==> src/rtl/serial_operand_feeder.sv <==
// Parallel-to-serial operand feeder for the serial adder: handshake, adder reset, LSB-first shift, drain, done.
// Optional SERIAL_FEEDER_BACK2BACK_EN: accept the next request in the final DRAIN cycle and skip IDLE.
module serial_operand_feeder #(
    parameter int WIDTH        = 4,
    parameter int DRAIN_CYCLES = 1
) (
    input  logic                     clk,
    input  logic                     rst,
    input  logic                     in_valid,
    output logic                     in_ready,
    input  logic [WIDTH-1:0]         in_a,
    input  logic [WIDTH-1:0]         in_b,
    input  logic                     in_cin,
    output logic                     a_ser,
    output logic                     b_ser,
    output logic                     cin_out,
    output logic                     adder_rst,
    output logic                     busy,
    output logic [$clog2(WIDTH)-1:0] bit_idx,
    output logic                     done
);

    localparam int IW = $clog2(WIDTH);
    localparam int DW = $clog2(DRAIN_CYCLES + 1);

    typedef enum logic [1:0] {
        S_IDLE,
        S_CLEAR,
        S_SHIFT,
        S_DRAIN
    } state_t;

    state_t          r_state;
    state_t          w_next;
    logic [WIDTH-1:0] r_sh_a;
    logic [WIDTH-1:0] r_sh_b;
    logic [IW-1:0]   r_bit_idx;
    logic [DW-1:0]   r_drain_cnt;
    logic            r_cin;
    logic            r_done;
    logic            w_in_ready;
    logic            w_accept;
    logic            w_last_bit;
    logic            w_drain_last;

    assign w_last_bit   = (r_bit_idx == IW'(WIDTH - 1));
    assign w_drain_last = (r_drain_cnt == DW'(DRAIN_CYCLES - 1));
    assign w_accept     = in_valid && w_in_ready;

    always_ff @(posedge clk) begin
        if (rst) begin
            r_state <= S_IDLE;
        end else begin
            r_state <= w_next;
        end
    end

    always_comb begin
        w_next     = r_state;
        w_in_ready = 1'b0;
        unique case (r_state)
            S_IDLE: begin
                w_in_ready = 1'b1;
                if (in_valid) begin
                    w_next = S_CLEAR;
                end
            end
            S_CLEAR: begin
                w_next = S_SHIFT;
            end
            S_SHIFT: begin
                if (w_last_bit) begin
                    w_next = S_DRAIN;
                end
            end
            S_DRAIN: begin
                if (w_drain_last) begin
`ifdef SERIAL_FEEDER_BACK2BACK_EN
                    w_in_ready = 1'b1;
                    w_next     = in_valid ? S_CLEAR : S_IDLE;
`else
                    w_next = S_IDLE;
`endif
                end
            end
            default: begin
                w_next = S_IDLE;
            end
        endcase
    end

    // Datapath: operands and carry-in load only on accept; shift registers advance only in SHIFT.
    always_ff @(posedge clk) begin
        if (rst) begin
            r_sh_a      <= '0;
            r_sh_b      <= '0;
            r_cin       <= 1'b0;
            r_bit_idx   <= '0;
            r_drain_cnt <= '0;
            r_done      <= 1'b0;
        end else begin
            if (w_accept) begin
                r_sh_a <= in_a;
                r_sh_b <= in_b;
                r_cin  <= in_cin;
            end else if (r_state == S_SHIFT) begin
                r_sh_a <= {1'b0, r_sh_a[WIDTH-1:1]};
                r_sh_b <= {1'b0, r_sh_b[WIDTH-1:1]};
            end

            if (r_state == S_SHIFT) begin
                r_bit_idx <= w_last_bit ? '0 : r_bit_idx + IW'(1);
            end else begin
                r_bit_idx <= '0;
            end

            if (r_state == S_DRAIN) begin
                r_drain_cnt <= r_drain_cnt + DW'(1);
            end else begin
                r_drain_cnt <= '0;
            end

            r_done <= (r_state == S_DRAIN) && w_drain_last;
        end
    end

    assign in_ready  = w_in_ready;
    assign a_ser     = (r_state == S_SHIFT) && r_sh_a[0];
    assign b_ser     = (r_state == S_SHIFT) && r_sh_b[0];
    assign cin_out   = r_cin;
    assign adder_rst = (r_state == S_CLEAR);
    assign busy      = (r_state != S_IDLE);
    assign bit_idx   = r_bit_idx;
    assign done      = r_done;

endmodule
==> config.mk <==
export PLATFORM = sky130hd
export DESIGN_NAME = serial_operand_feeder
export DESIGN_NICKNAME = d
export VERILOG_FILES = /design/src/rtl/serial_operand_feeder.sv
export SDC_FILE = /design/constraint.sdc
export NUM_CORES = 1
export LEC_CHECK = 0
export ABC_AREA = 1
export CAP_MARGIN = 40
export CORE_AREA = 3 3 45 47
export CTS_BUF_LIST = sky130_fd_sc_hd__clkbuf_4 sky130_fd_sc_hd__clkbuf_8
export DETAILED_ROUTE_END_ITERATION = 6
export DIE_AREA = 0 0 48 50
export GPL_ROUTABILITY_DRIVEN = 0
export PLACE_DENSITY = 0.72
export RECOVER_POWER = 100
export SLEW_MARGIN = 10
export SYNTH_ARGS = -nofsm -noshare
export SYNTH_HDL_FRONTEND = slang
export SYNTH_SLANG_ARGS = --single-unit
==> constraint.sdc <==
create_clock -name clk -period 1.07 [get_ports clk]
set_input_delay 0.214 -clock clk [delete_from_list [all_inputs] [get_ports clk]]
set_output_delay 0.214 -clock clk [all_outputs]
set_load 0.02 [all_outputs]
==> run_results.csv, run 1 <==
group,metric,value,unit
clock_network,cts_tree,"done",
worst_setup_path,worstPathRequired,0.86,ns
detailed_routing,antenna_left,0,
sta,slew_headroom,81.0,%
final_layout,nNetsFinal,142,
die,io_pins,21,
detailed_routing,firstDrtPassIters,4,
pwr,switching_share,41.4,%
clock_network,ctsLongestPathBuffers,2,
worst_setup_path,worst-path-buf-inv,3,
pwr,power_density,2630,mW/mm2
worst_setup_path,arrival,1.09,ns
global_route,grt_first_pass_wirelength,2620,um
run,maxCapViolCount,0,
sta,fmax,765,MHz
sta,min_period,1.31,ns
clock_network,cts_hold_buf,0,
worst_setup_path,start_kind,"flop",
final_layout,area_growth,69.3,%
sta,drv_slew,0,
pwr,p_seq_share,27.6,%
pwr,switchingPower,1260,uW
clock_network,clk_pin_slew,0.09,ns
outcome,violations,"negative setup slack",
sta,fin_tns_setup,-2.92,ns
pwr,ir_drop,1540,uV
detailed_routing,drt_iter0_drc,16,
worst_setup_path,end_kind,"output port",
global_route,grt.overflow.total,0,
global_route,grt_max_degree,10,
detailed_routing,wl_per_cell,12.1,um
sta,skew,0.00252,ns
clock_network,clkSinkCount,15,
synth,syn_nets,108,
clock_network,cts_buffers,3,
synth,yosysUniqueCellTypes,18,
clock_network,htreeDepth,1,
placement,post_dp_cell_area,986,um2
sta,hold_slack,0.426,ns
final_layout,drive_above_1_share,50.0,%
synth,synthArstFlopShare,0,%
synth,synthTopCellsByCount,"nand2_1 (27), dfxtp_1 (15), a21oi_1 (10), inv_1 (9), nor2_1 (8)",
synth,synth_seq_area_share,43.9,%
final_layout,diodes,0,
final_layout,fin_area,0.00116,mm2
die,core,0.00169,mm2
detailed_routing,vias_per_cell,4.84,
min_path,hold_path.class,"reg2reg",
placement,hpwl,1140,um
detailed_routing,wirelength,1710,um
die,start_util,40.5,%
sta,hold_viol,0,
synth,synth_flop_cell,"dfxtp_1",
sta,fin_crit_sh,122,%
worst_setup_path,worstPathCellList,"inv_4, ha_4, nand2_2, inv_2, buf_6",
clock_network,root_buffer,"clkbuf_4",
detailed_routing,vias,682,
die,die_h,50,um
synth,syn-instance-count,91,
synth,synth-edff-count,0,
pwr,pwr-share-comb,60.6,%
placement,dpl.cell_count,134,
global_route,track_usage,15.5,%
worst_setup_path,cp_max_fo,4,
detailed_routing,drc_errors,0,
global_route,grt_pass1_vias,620,
worst_setup_path,slowest_stage,"dfxtp_2",
synth,yosys_warnings,0,
sta,rsz0062_at_grt,"true",
synth,yosysMostFrequentCell,"nand2_1",
die,fp.dieArea,0.00240,mm2
synth,post-synth-top-area-cell,"dfxtp_1",
synth,synth_seq_cells,15,
sta,fin_ws,-0.236,ns
placement,portBuffers,20,
synth,yosys.area.top_type_share,43.9,%
synth,synth_area_per_cell,7.52,um2
global_route,antenna_found_initial,0,
outcome,run_status,"finished, violations left",
worst_setup_path,slowest_delay,0.37,ns
worst_setup_path,setup.worst_path.class,"reg2out",
worst_setup_path,critPathTopFamily,"flip-flops",
final_layout,fin_util,68.6,%
sta,worst_pin_slew,0.285,ns
pwr,cell_internal_pwr,1780,uW
final_layout,final_cells,141,
die,rows,15,
sta,setup_viol,18,
die,die-width,48,um
synth,synth_area_leaders,"dfxtp_1 (44%), nand2_1 (15%), ha_1 (9.1%)",
pwr,p_leak,0.000508,uW
clock_network,clk_latency,0.29,ns
pwr,clkPwrFrac,11.8,%
synth,synth_area,684,um2
==> stage by stage <==
step / worst slack [ns] / total power (uW)
floorplan: 0.00190 / 1670
global placement: -0.435 / 2180
detailed placement: -0.445 / 2210
CTS: -0.228 / 2950
global route: -0.282 / 3250
finish: -0.236 / 3040
==> state kept, by name, indices dropped and copies added (netlist names) <==
| register | flops |
|---|---|
| r_drain_cnt | 1 |
| r_sh_b | 4 |
| cin_out | 1 |
| bit_idx | 2 |
| done | 1 |
| r_state | 2 |
| r_sh_a | 4 |
==> layout make-up <==
class	instances	area, um2
multi-input cells	63	453
well taps	17	21.3
repair buffers	32	297
flip-flops and latches	15	308
inverters	10	50.0
fillers	142	531
clock buffers	4	30.0
==> layout by cell type (no fill, tap or decap) <==
cell | synthesis | final
nand2_2 | 1 | 6
inv_1 | 9 | 3
ha_4 | 0 | 3
a21oi_2 | 1 | 3
buf_4 | 1 | 8
nor3b_2 | 0 | 1
inv_2 | 1 | 4
buf_6 | 1 | 7
dfxtp_1 | 15 | 11
clkbuf_2 | 0 | 3
nor2_1 | 8 | 6
ha_2 | 0 | 1
inv_4 | 0 | 2
buf_12 | 0 | 1
nor3_2 | 0 | 1
a21oi_1 | 10 | 8
dfxtp_4 | 0 | 1
nand2_1 | 27 | 20
nand2_4 | 0 | 1
nand3_4 | 0 | 1
o21ai_2 | 0 | 5
inv_8 | 0 | 1
nor2_4 | 1 | 1
ha_1 | 5 | 1
clkdlybuf4s50_1 | 0 | 11
clkbuf_4 | 0 | 5
nor2_2 | 0 | 2
buf_2 | 1 | 1
nand2_8 | 0 | 1
dfxtp_2 | 0 | 3
o21ai_1 | 3 | 2
==> final timing paths <==
check,start,cells past startpoint,slack (ns),to
max,r_state[0]$_SDFFE_PP0P_,5,-0.24,a_ser
min,bit_idx[0]$_SDFF_PP0_,1,0.43,bit_idx[0]$_SDFF_PP0_
max reg2reg,r_state[1]$_SDFFE_PP0P_,7,-0.22,r_sh_b[1]$_SDFFE_PP0P_
min reg2reg,bit_idx[0]$_SDFF_PP0_,1,0.43,bit_idx[0]$_SDFF_PP0_
==> power groups by stage <==
stage | sequential [uW] | clock [uW] | combinational [uW]
detailed placement | 813 | 0 | 1400
global route | 854 | 390 | 2010
finish | 841 | 358 | 1840
CTS | 837 | 373 | 1740
global placement | 801 | 0 | 1380
floorplan | 823 | 0 | 848
==> layer usage <==
metal / part of all wire (%) / GRT usage, % / vias up
met3: 3.6 / 5.47 / 2
met1: 41 / 17.6 / 315
li1: - / - / 351
met5: 0 / 0 / -
met4: 0.88 / 2.69 / 0
met2: 54 / 26.9 / 14
==> timing repair <==
action,4_1_cts,5_1_grt
pin swaps,6,4
endpoints found under the hold margin,0,0
gates resized for setup,76,10
setup buffers,3,1
endpoints found under the setup margin,22,20
==> logic make-up after synthesis <==
logic type	Yosys count	share of synthesized area, %
AOI/OAI and AO/OA	18	13.7
adders and majority gates	5	9.14
buffers and inverters	13	8.96
DFF	15	43.9
and+or+nand+nor	40	24.3
Note: power is estimated with default switching activity, not from simulation.
==> run 2, diff against run 1 <==
Settings changed: GPL_TIMING_DRIVEN set to 0.
==> run_results.csv, run 2 (synthesis gave the netlist of run 1 again) <==
group,metric,value,unit
detailed_routing,drc_errors,0,
die,rows,15,
outcome,violations,"negative setup slack",
detailed_routing,wl_per_cell,12.1,um
worst_setup_path,cp_max_fo,3,
global_route,grt_pass1_vias,602,
worst_setup_path,timing.critical_path.mode_cell,"buf_6",
global_route,track_usage,15.4,%
worst_setup_path,end_kind,"output port",
detailed_routing,firstDrtPassIters,4,
placement,portBuffers,19,
die,core,0.00169,mm2
worst_setup_path,arrival,1.19,ns
pwr,power,2890,uW
global_route,met3_usage,1.09,%
final_layout,final_cell_mix,"nand2_1 (22), buf_6 (11), dfxtp_1 (11)",
outcome,run_status,"finished, violations left",
sta,worst_pin_slew,0.211,ns
worst_setup_path,crit_cells,6,
worst_setup_path,cp-startpoint,"r_state[0]$_SDFFE_PP0P_",
clock_network,htreeDepth,1,
sta,drv_slew,0,
die,fp.dieArea,0.00240,mm2
detailed_routing,wirelength,1680,um
worst_setup_path,worstPathCellList,"inv_4, ha_4, buf_6, nand2_2, inv_2, buf_6",
die,die-width,48,um
die,io_pins,21,
sta,fin_ws,-0.334,ns
worst_setup_path,slowest_stage,"dfxtp_4",
sta,rsz0062_at_grt,"true",
sta,fmax,712,MHz
worst_setup_path,worstPathRequired,0.86,ns
final_layout,fill_cells,144,
final_layout,layout_commonest_cell,"nand2_1",
global_route,grt_busiest_layer,"met2",
global_route,use_met2,24.2,%
worst_setup_path,worst-path-buf-inv,4,
clock_network,clk_latency,0.28,ns
sta,min_period,1.40,ns
detailed_routing,vias,682,
pwr,ir_drop,1340,uV
sta,hold_viol,0,
global_route,grt.overflow.total,0,
sta,slew_headroom,85.9,%
clock_network,clk_pin_slew,0.09,ns
detailed_routing,vias_per_cell,4.94,
final_layout,drive_above_1_share,41.3,%
final_layout,diodes,0,
worst_setup_path,endpoint,"a_ser",
clock_network,root_buffer,"clkbuf_4",
clock_network,ctsLongestPathBuffers,2,
worst_setup_path,r2r_slack,-0.32,ns
final_layout,fin_util,65.1,%
final_layout,top_regs,"r_sh_a: 4 flops, r_sh_b: 4 flops",
pwr,power_density,2630,mW/mm2
detailed_routing,antenna_left,0,
sta,fin_crit_sh,131,%
pwr,p_leak,0.000498,uW
global_route,grt_first_pass_wirelength,2690,um
worst_setup_path,reg2reg_to,"r_sh_a[3]$_SDFFE_PP0P_",
die,die_h,50,um
worst_setup_path,r2r_cells,8,
clock_network,cts_buffers,3,
die,start_util,40.5,%
clock_network,cts_tree,"done",
placement,hpwl,1040,um
worst_setup_path,setup.worst_path.class,"reg2out",
worst_setup_path,start_kind,"flop",
final_layout,nNetsFinal,139,
min_path,hold_path.class,"in2reg",
sta,skew,0.00176,ns
worst_setup_path,worstReg2RegStart,"r_state[0]$_SDFFE_PP0P_",
sta,setup_viol,16,
final_layout,area_growth,60.7,%
global_route,antenna_found_initial,0,
global_route,grt_max_degree,9,
clock_network,clkSinkCount,15,
global_route,met1_usage,20.6,%
worst_setup_path,slowest_delay,0.38,ns
worst_setup_path,critPathTopFamily,"flip-flops",
detailed_routing,drt_iter0_drc,12,
run,maxCapViolCount,0,
run 2: metal layers:
| metal | routed length [um] | vias up |
|---|---|---|
| met1 | 743 | 313 |
| met3 | 43 | 6 |
| met2 | 843 | 17 |
| met4 | 46 | 0 |
| li1 | - | 346 |
| met5 | 0 | - |
run 2: area by class of cell:
| type | instances | area (um2) | share of cell area [%] |
|---|---|---|---|
| buffer | 3 | 27.5 | 2.50 |
| sequential | 15 | 310 | 28.2 |
| timing repair buffer | 26 | 240 | 21.8 |
| inverter | 10 | 47.5 | 4.32 |
| multi-input combinational | 63 | 423 | 38.5 |
| tap | 17 | 21.3 | 1.93 |
| clock buffer | 4 | 30.0 | 2.73 |
run 2: timing repair:
item                                    4_1_cts  5_1_grt
gates resized for setup                      67       10
pin swaps                                    11        5
hold buffers                                  0        0
gates cloned                                  1        0
endpoints found under the setup margin       20       16
buffers inserted                              7        0
run 2: power breakdown:
group          leakage [uW]  total, uW  switching [uW]  internal (uW)
clock             0.0000184        359             189            170
sequential         0.000125        851             124            726
combinational      0.000354       1680             895            789
total              0.000498       2890            1210           1690
run 2: through the flow:
| step | hold WS [ns] | area (um2) | instances | TNS, ns | setup slack, ns |
|---|---|---|---|---|---|
| floorplan | 0.361 | 712 | 91 | 0 | 0.00190 |
| global placement | 0.410 | 923 | 127 | -3.89 | -0.600 |
| detailed placement | 0.417 | 923 | 127 | -4.17 | -0.596 |
| CTS | 0.184 | 1080 | 139 | -3.30 | -0.315 |
| global route | 0.198 | 1100 | 138 | -4.56 | -0.388 |
| finish | 0.190 | 1100 | 138 | -3.63 | -0.334 |
run 2: worst min path at each step:
stage	startpoint	slack, ns	depth (start not counted)	end
after floorplan	in_a[3]	0.36	2	r_sh_a[3]$_SDFFE_PP0P_
after global placement	bit_idx[0]$_SDFF_PP0_	0.41	1	bit_idx[0]$_SDFF_PP0_
after detailed placement	bit_idx[0]$_SDFF_PP0_	0.42	1	bit_idx[0]$_SDFF_PP0_
after CTS	rst	0.18	2	r_sh_a[2]$_SDFFE_PP0P_
after global routing	rst	0.20	2	r_sh_a[2]$_SDFFE_PP0P_
final	rst	0.19	2	r_sh_a[2]$_SDFFE_PP0P_
